### src/rtl/ysyx_22050598_lsu.sv
// ============================================================================
// Module   : ysyx_22050598_lsu
// Brief    : Load/store unit with a single-outstanding bus request, lane
//            shifting for stores and sign/zero extraction for loads.
//            Optional macro YSYX_22050598_LSU_MISALIGN_CHECK_EN traps
//            misaligned H/W/D accesses instead of issuing them.
// Revision : 1.0 - initial release
// ============================================================================
`default_nettype none

module ysyx_22050598_lsu (
    input  logic        clk,
    input  logic        rst,
    input  logic        ex_valid,
    output logic        lsu_ready_o,
    input  logic        ex_load_en,
    input  logic        ex_store_en,
    input  logic [1:0]  ex_ls_size,
    input  logic        ex_load_unsigned,
    input  logic [63:0] ex_alu_rd_ls_data,
    input  logic [63:0] ex_store_data,
    input  logic [4:0]  ex_rd_idx,
    input  logic        ex_write_reg_en,
    input  logic        mem_flush,
    output logic        lsu_req_valid,
    input  logic        lsu_req_ready,
    output logic        lsu_req_write,
    output logic [63:0] lsu_req_addr,
    output logic [63:0] lsu_req_wdata,
    output logic [7:0]  lsu_req_wstrb,
    input  logic        lsu_rsp_valid,
    input  logic [63:0] lsu_rsp_rdata,
    output logic        wb_valid,
    output logic [4:0]  wb_rd_idx,
    output logic [63:0] wb_rd_data,
    output logic        wb_write_reg_en,
    output logic        lsu_misalign_o
);

    typedef enum logic [1:0] {
        S_IDLE = 2'd0,
        S_REQ  = 2'd1,
        S_RESP = 2'd2,
        S_DROP = 2'd3
    } state_t;

    state_t      state_q;
    logic [63:0] addr_q;
    logic [63:0] wdata_q;
    logic [7:0]  wstrb_q;
    logic        is_store_q;
    logic [1:0]  size_q;
    logic        unsigned_q;
    logic [4:0]  rd_idx_q;
    logic        wen_q;
    logic        wb_valid_q;
    logic [4:0]  wb_rd_idx_q;
    logic [63:0] wb_rd_data_q;
    logic        wb_wen_q;

    logic [2:0]  w_off;
    logic [7:0]  w_mask;
    logic [7:0]  w_wstrb;
    logic [63:0] w_wdata;
    logic [63:0] w_rshift;
    logic [63:0] w_load_data;
    logic        w_misalign;

    assign w_off   = ex_alu_rd_ls_data[2:0];
    // 8-bit shift drops strobes that would spill past the doubleword.
    assign w_wstrb = w_mask << w_off;
    assign w_wdata = ex_store_data << {w_off, 3'b000};

    always_comb begin
        w_mask = 8'h00;
        case (ex_ls_size)
            2'd0:    w_mask = 8'h01;
            2'd1:    w_mask = 8'h03;
            2'd2:    w_mask = 8'h0F;
            default: w_mask = 8'hFF;
        endcase
    end

`ifdef YSYX_22050598_LSU_MISALIGN_CHECK_EN
    logic misalign_q;

    always_comb begin
        w_misalign = 1'b0;
        case (ex_ls_size)
            2'd1:    w_misalign = w_off[0];
            2'd2:    w_misalign = |w_off[1:0];
            2'd3:    w_misalign = |w_off;
            default: w_misalign = 1'b0;
        endcase
    end

    assign lsu_misalign_o = misalign_q;
`else
    assign w_misalign     = 1'b0;
    assign lsu_misalign_o = 1'b0;
`endif

    assign w_rshift = lsu_rsp_rdata >> {addr_q[2:0], 3'b000};

    always_comb begin
        w_load_data = 64'd0;
        case (size_q)
            2'd0: w_load_data = unsigned_q ? {56'd0, w_rshift[7:0]}
                                           : {{56{w_rshift[7]}}, w_rshift[7:0]};
            2'd1: w_load_data = unsigned_q ? {48'd0, w_rshift[15:0]}
                                           : {{48{w_rshift[15]}}, w_rshift[15:0]};
            2'd2: w_load_data = unsigned_q ? {32'd0, w_rshift[31:0]}
                                           : {{32{w_rshift[31]}}, w_rshift[31:0]};
            default: w_load_data = w_rshift;
        endcase
    end

    always_ff @(posedge clk or negedge rst) begin
        if (!rst) begin
            state_q      <= S_IDLE;
            addr_q       <= '0;
            wdata_q      <= '0;
            wstrb_q      <= '0;
            is_store_q   <= 1'b0;
            size_q       <= '0;
            unsigned_q   <= 1'b0;
            rd_idx_q     <= '0;
            wen_q        <= 1'b0;
            wb_valid_q   <= 1'b0;
            wb_rd_idx_q  <= '0;
            wb_rd_data_q <= '0;
            wb_wen_q     <= 1'b0;
`ifdef YSYX_22050598_LSU_MISALIGN_CHECK_EN
            misalign_q   <= 1'b0;
`endif
        end else begin
            wb_valid_q <= 1'b0;
`ifdef YSYX_22050598_LSU_MISALIGN_CHECK_EN
            misalign_q <= 1'b0;
`endif
            case (state_q)
                S_IDLE: begin
                    if (ex_valid && !mem_flush) begin
                        if (ex_load_en || ex_store_en) begin
                            if (w_misalign) begin
                                wb_valid_q   <= 1'b1;
                                wb_rd_idx_q  <= ex_rd_idx;
                                wb_rd_data_q <= '0;
                                wb_wen_q     <= 1'b0;
`ifdef YSYX_22050598_LSU_MISALIGN_CHECK_EN
                                misalign_q   <= 1'b1;
`endif
                            end else begin
                                addr_q     <= ex_alu_rd_ls_data;
                                is_store_q <= ex_store_en;
                                wdata_q    <= ex_store_en ? w_wdata : 64'd0;
                                wstrb_q    <= ex_store_en ? w_wstrb : 8'd0;
                                size_q     <= ex_ls_size;
                                unsigned_q <= ex_load_unsigned;
                                rd_idx_q   <= ex_rd_idx;
                                wen_q      <= ex_write_reg_en;
                                state_q    <= S_REQ;
                            end
                        end else begin
                            wb_valid_q   <= 1'b1;
                            wb_rd_idx_q  <= ex_rd_idx;
                            wb_rd_data_q <= ex_alu_rd_ls_data;
                            wb_wen_q     <= ex_write_reg_en;
                        end
                    end
                end
                S_REQ: begin
                    // A flush landing on the handshake still owes us a response.
                    if (mem_flush) begin
                        state_q <= lsu_req_ready ? S_DROP : S_IDLE;
                    end else if (lsu_req_ready) begin
                        state_q <= S_RESP;
                    end
                end
                S_RESP: begin
                    if (lsu_rsp_valid) begin
                        state_q <= S_IDLE;
                        if (!mem_flush) begin
                            wb_valid_q   <= 1'b1;
                            wb_rd_idx_q  <= rd_idx_q;
                            wb_rd_data_q <= is_store_q ? 64'd0 : w_load_data;
                            wb_wen_q     <= is_store_q ? 1'b0 : wen_q;
                        end
                    end else if (mem_flush) begin
                        state_q <= S_DROP;
                    end
                end
                default: begin
                    if (lsu_rsp_valid) begin
                        state_q <= S_IDLE;
                    end
                end
            endcase
        end
    end

    assign lsu_ready_o     = (state_q == S_IDLE);
    assign lsu_req_valid   = (state_q == S_REQ);
    assign lsu_req_write   = is_store_q;
    assign lsu_req_addr    = {addr_q[63:3], 3'b000};
    assign lsu_req_wdata   = wdata_q;
    assign lsu_req_wstrb   = wstrb_q;
    assign wb_valid        = wb_valid_q;
    assign wb_rd_idx       = wb_rd_idx_q;
    assign wb_rd_data      = wb_rd_data_q;
    assign wb_write_reg_en = wb_wen_q;

endmodule

`default_nettype wire

### config.mk
export PLATFORM = sky130hd
export DESIGN_NAME = ysyx_22050598_lsu
export DESIGN_NICKNAME = d
export VERILOG_FILES = /design/src/rtl/ysyx_22050598_lsu.sv
export SDC_FILE = /design/constraint.sdc
export NUM_CORES = 1
export LEC_CHECK = 0
export ABC_AREA = 1
export CORE_MARGIN = 8
export CORE_UTILIZATION = 31
export DETAILED_ROUTE_END_ITERATION = 6
export GPL_TIMING_DRIVEN = 0
export PLACE_DENSITY = 0.6
export SLEW_MARGIN = 40
export SYNTH_ARGS = -nofsm -noshare
export SYNTH_HDL_FRONTEND = slang
export SYNTH_SLANG_ARGS = --single-unit
### constraint.sdc
create_clock -name clk -period 2.7 [get_ports clk]
set_input_delay 0.27 -clock clk [delete_from_list [all_inputs] [get_ports clk]]
set_output_delay 0.27 -clock clk [all_outputs]
set_load 0.03 [all_outputs]
==> flow_summary.ini <==
[status]
run_status = finished, final reports clean

[floorplanning]
row_count = 75
die-width_um = 221
num_io_pins = 420
core_area_um2 = 41800
dieHeight_um = 221
dieArea_um2 = 48900
initial_utilization = 0.312

[synthesis]
netlist_instances = 1712
synth-compound-area-share = 0.190
synth_edf_count = 0
synthAdderAreaFrac = 0
synth_top_family_by_area = simple AND/OR/NAND/NOR gates
synth_area_leaders = dfrtp_1 42%, nand2_1 16%, o21ai_0 5.4%, a21oi_1 5.2%, buf_4 4.2%
ys_types = 42
syn_avg_cell_area_um2 = 7.62
ys_warn_count = 0
synth.top_cell.area_share = 0.420
synth_mux_area_frac = 0.0230
netlist_area_um2 = 13000
ys_ff_latch = 219
synth_top_area_cell = dfrtp_1
yosysSeqAreaShare = 0.420
synth-xor-area-share = 0
synth_ff_type = dfrtp_1
synth_simple_gate_area_share = 0.263
async_flop_share = 1.00

[setup_path]
worstSetupPathType = flip-flop to flip-flop
max_stage_delay_ns = 0.46
critical_path.cell_chain = inv_2, clkbuf_1, o21ai_0, nand2_1, o21ai_0, o21ai_0, nand3_1, a21oi_1
crit_path_start_kind = flip-flop
crit_path_end_kind = flip-flop
cp_top_family = compound AO/OA/AOI/OAI gates
arrival_ns = 2.89
path_common_cell = o21ai_0
crit_fanout = 10
critPathSlowestCell = clkbuf_1
critPathRequiredTime_ns = 3.17
critPathBufInv = 2
setup.worst_path.start = addr_q[0]$_DFFE_PN0P_
r2r-start = addr_q[0]$_DFFE_PN0P_

[sta]
worst_pin_slew_ns = 0.916
fmax_mhz = 413
rsz0062_at_grt = no
clock_skew_ns = 0.00839
period_needed_ns = 2.42
max_slew_margin = 0.390
post-route-period-util = 0.896
finalSetupViolCount = 0
hold_slack_ns = 0.236
final_hold_viol_count = 0
setup_tns_ns = 0
drv_slew = 0

[placed_design]
place.gp.congestion = 0.982
dp_hpwl_um = 54700
port_buffers = 414

[routing]
vias = 14000
post_drt_wl_per_cell_um = 24.8
drc = 0
via_per_inst = 5.13
detail_route.wirelength_um = 67600
antenna_left = 0
first_pass_iters = 5
drt_iter0_drc = 1281

[layout]
fin_util = 0.452
area_delta_synth_final_pct = 44.7
drive_gt1_frac = 0.133
final_net_count = 2370

[power_and_ir_drop]
ir_worst_vdd_uv = 614
leakagePower_nw = 8.35
powerDensity_nw_per_um2 = 1240

[clocking]
tritoncts = done
htreeDepth = 1
clock-root-buffer = clkbuf_16
clk_latency_ns = 0.54
clockBufferDepth = 3
cts_resized = 0
numCtsBuffers = 26
clock_sinks = 219
path_clk_slew_ns = 0.06

[grt]
grt_pass1_vias = 14400
track_usage = 0.266
grt_max_degree = 62
antenna_found_initial = 11
gr-total-overflow = 0
grt_first_pass_wirelength_um = 98200

[min_path]
min_path_type = input pin to asynchronous set/reset pin

[job]
cap_violations = 0
[cell type report]
class	count	area (um^2)
Antenna cell	5	12.5
Buffer	188	1130
Clock buffer	32	734
Clock inverter	15	140
Fill cell	4224	22900
Inverter	59	226
Multi-Input combinational cell	1249	6220
Sequential cell	219	5480
Tap cell	539	674
Timing Repair Buffer	418	4240
[routing by layer]
metal / track usage / share of wire / vias to the layer above
met5: 0 / 0.0011 / -
met4: 0.0971 / 0.039 / 12
met3: 0.0701 / 0.076 / 118
met2: 0.450 / 0.47 / 595
met1: 0.322 / 0.41 / 6716
li1: - / - / 6521
[worst register-to-register path, stage by stage, from the launching register on]
cell and delay (ns):
dfrtp_1 0.41, inv_2 0.14, clkbuf_1 0.46, o21ai_0 0.37, nand2_1 0.14, o21ai_0 0.12, o21ai_0 0.32, nand3_1 0.22
a21oi_1 0.17
[synth_stat cells, types with 2 or more instances]
master / instances
nor3_1: 3
nand2_8: 2
nand2_2: 4
o31ai_1: 7
a31oi_1: 5
nand3_2: 33
buf_1: 6
nand2_1: 560
nor2_4: 3
o21ai_1: 15
mux2i_1: 30
a32o_1: 2
buf_4: 73
buf_6: 5
o21ai_0: 141
inv_1: 49
buf_2: 48
inv_2: 9
nand3_1: 52
clkbuf_1: 53
o211ai_1: 46
a32oi_1: 6
or2_1: 4
nor2_2: 2
o22ai_1: 6
a21oi_1: 136
dfrtp_1: 219
a22oi_1: 20
nor2_1: 101
or2_2: 22
a21oi_2: 30
and2_1: 4
buf_12: 3
o21a_1: 5
[worst paths after layout]
check | endpoint | slack, ns | cells past startpoint
max reg2reg | wb_rd_data[32]$_DFFE_PN0P_ | 0.28 | 8
max | wb_rd_data[32]$_DFFE_PN0P_ | 0.28 | 8
max in group asynchronous | lsu_req_wdata[22]$_DFFE_PN0P_ | 1.18 | 5
min reg2reg | addr_q[5]$_DFFE_PN0P_ | 0.47 | 2
min in group clk | addr_q[23]$_DFFE_PN0P_ | 0.30 | 3
min | addr_q[54]$_DFFE_PN0P_ | 0.24 | 2
[where the power goes]
group / internal, W / switching, W
Clock: 0.00212 / 0.00148
Combinational: 0.00537 / 0.00868
Sequential: 0.00479 / 0.000995
[logic make-up (layout without fill, tap and decap cells)]
group / Yosys count / in the layout
AND/OR/NAND/NOR: 793 / 793
AO/OA/AOI/OAI: 422 / 422
buffers and inverters: 247 / 712
flip-flops: 219 / 219
multiplexers: 30 / 30
other: 1 / 9
[placed cells by master, fill, tap and decap left out, types with 5 or more instances in the layout]
cell / synthesis / routed
o31ai_1: 7 / 7
clkdlybuf4s50_1: 0 / 413
dfrtp_1: 219 / 219
or2_2: 22 / 22
o211ai_1: 46 / 46
nand2_1: 560 / 560
o21ai_1: 15 / 15
clkbuf_16: 0 / 27
diode_2: 0 / 5
a21oi_1: 136 / 136
buf_6: 5 / 5
a22oi_1: 20 / 20
mux2i_1: 30 / 30
a32oi_1: 6 / 6
nand3_1: 52 / 52
nand3_2: 33 / 33
buf_1: 6 / 6
clkinv_2: 0 / 9
nor2_1: 101 / 101
inv_2: 9 / 9
buf_2: 48 / 48
inv_1: 49 / 49
clkbuf_1: 53 / 53
a21oi_2: 30 / 30
o21a_1: 5 / 5
a31oi_1: 5 / 5
o22ai_1: 6 / 6
buf_4: 73 / 73
o21ai_0: 141 / 141
[flip-flops by register name, summed over array words and instances, names as in the netlist]
register         count
addr_q              64
lsu_req_wdata       64
lsu_req_write        1
lsu_req_wstrb        8
rd_idx_q             5
size_q               2
state_q              2
unsigned_q           1
wb_rd_data          64
wb_rd_idx            5
wb_valid             1
wb_write_reg_en      1
wen_q                1
[metrics by stage]
stage	worst slack [ns]	power, W	std cells	instance area, um^2
floorplan	1.00	0.0140	1715	13100
global placement	-8.48	0.0198	2668	17900
detailed placement	0.0859	0.0198	2671	18000
CTS	0.355	0.0236	2719	18800
global route	0.234	0.0247	2719	18800
finish	0.280	0.0234	2724	18900
[timing repair]
action / 4_1_cts / 5_1_grt
endpoints found under the hold margin: 57 / 0
buffers inserted: 0 / 0
hold buffers: 1 / 0
No activity file was read; power rests on OpenSTA's default activity.
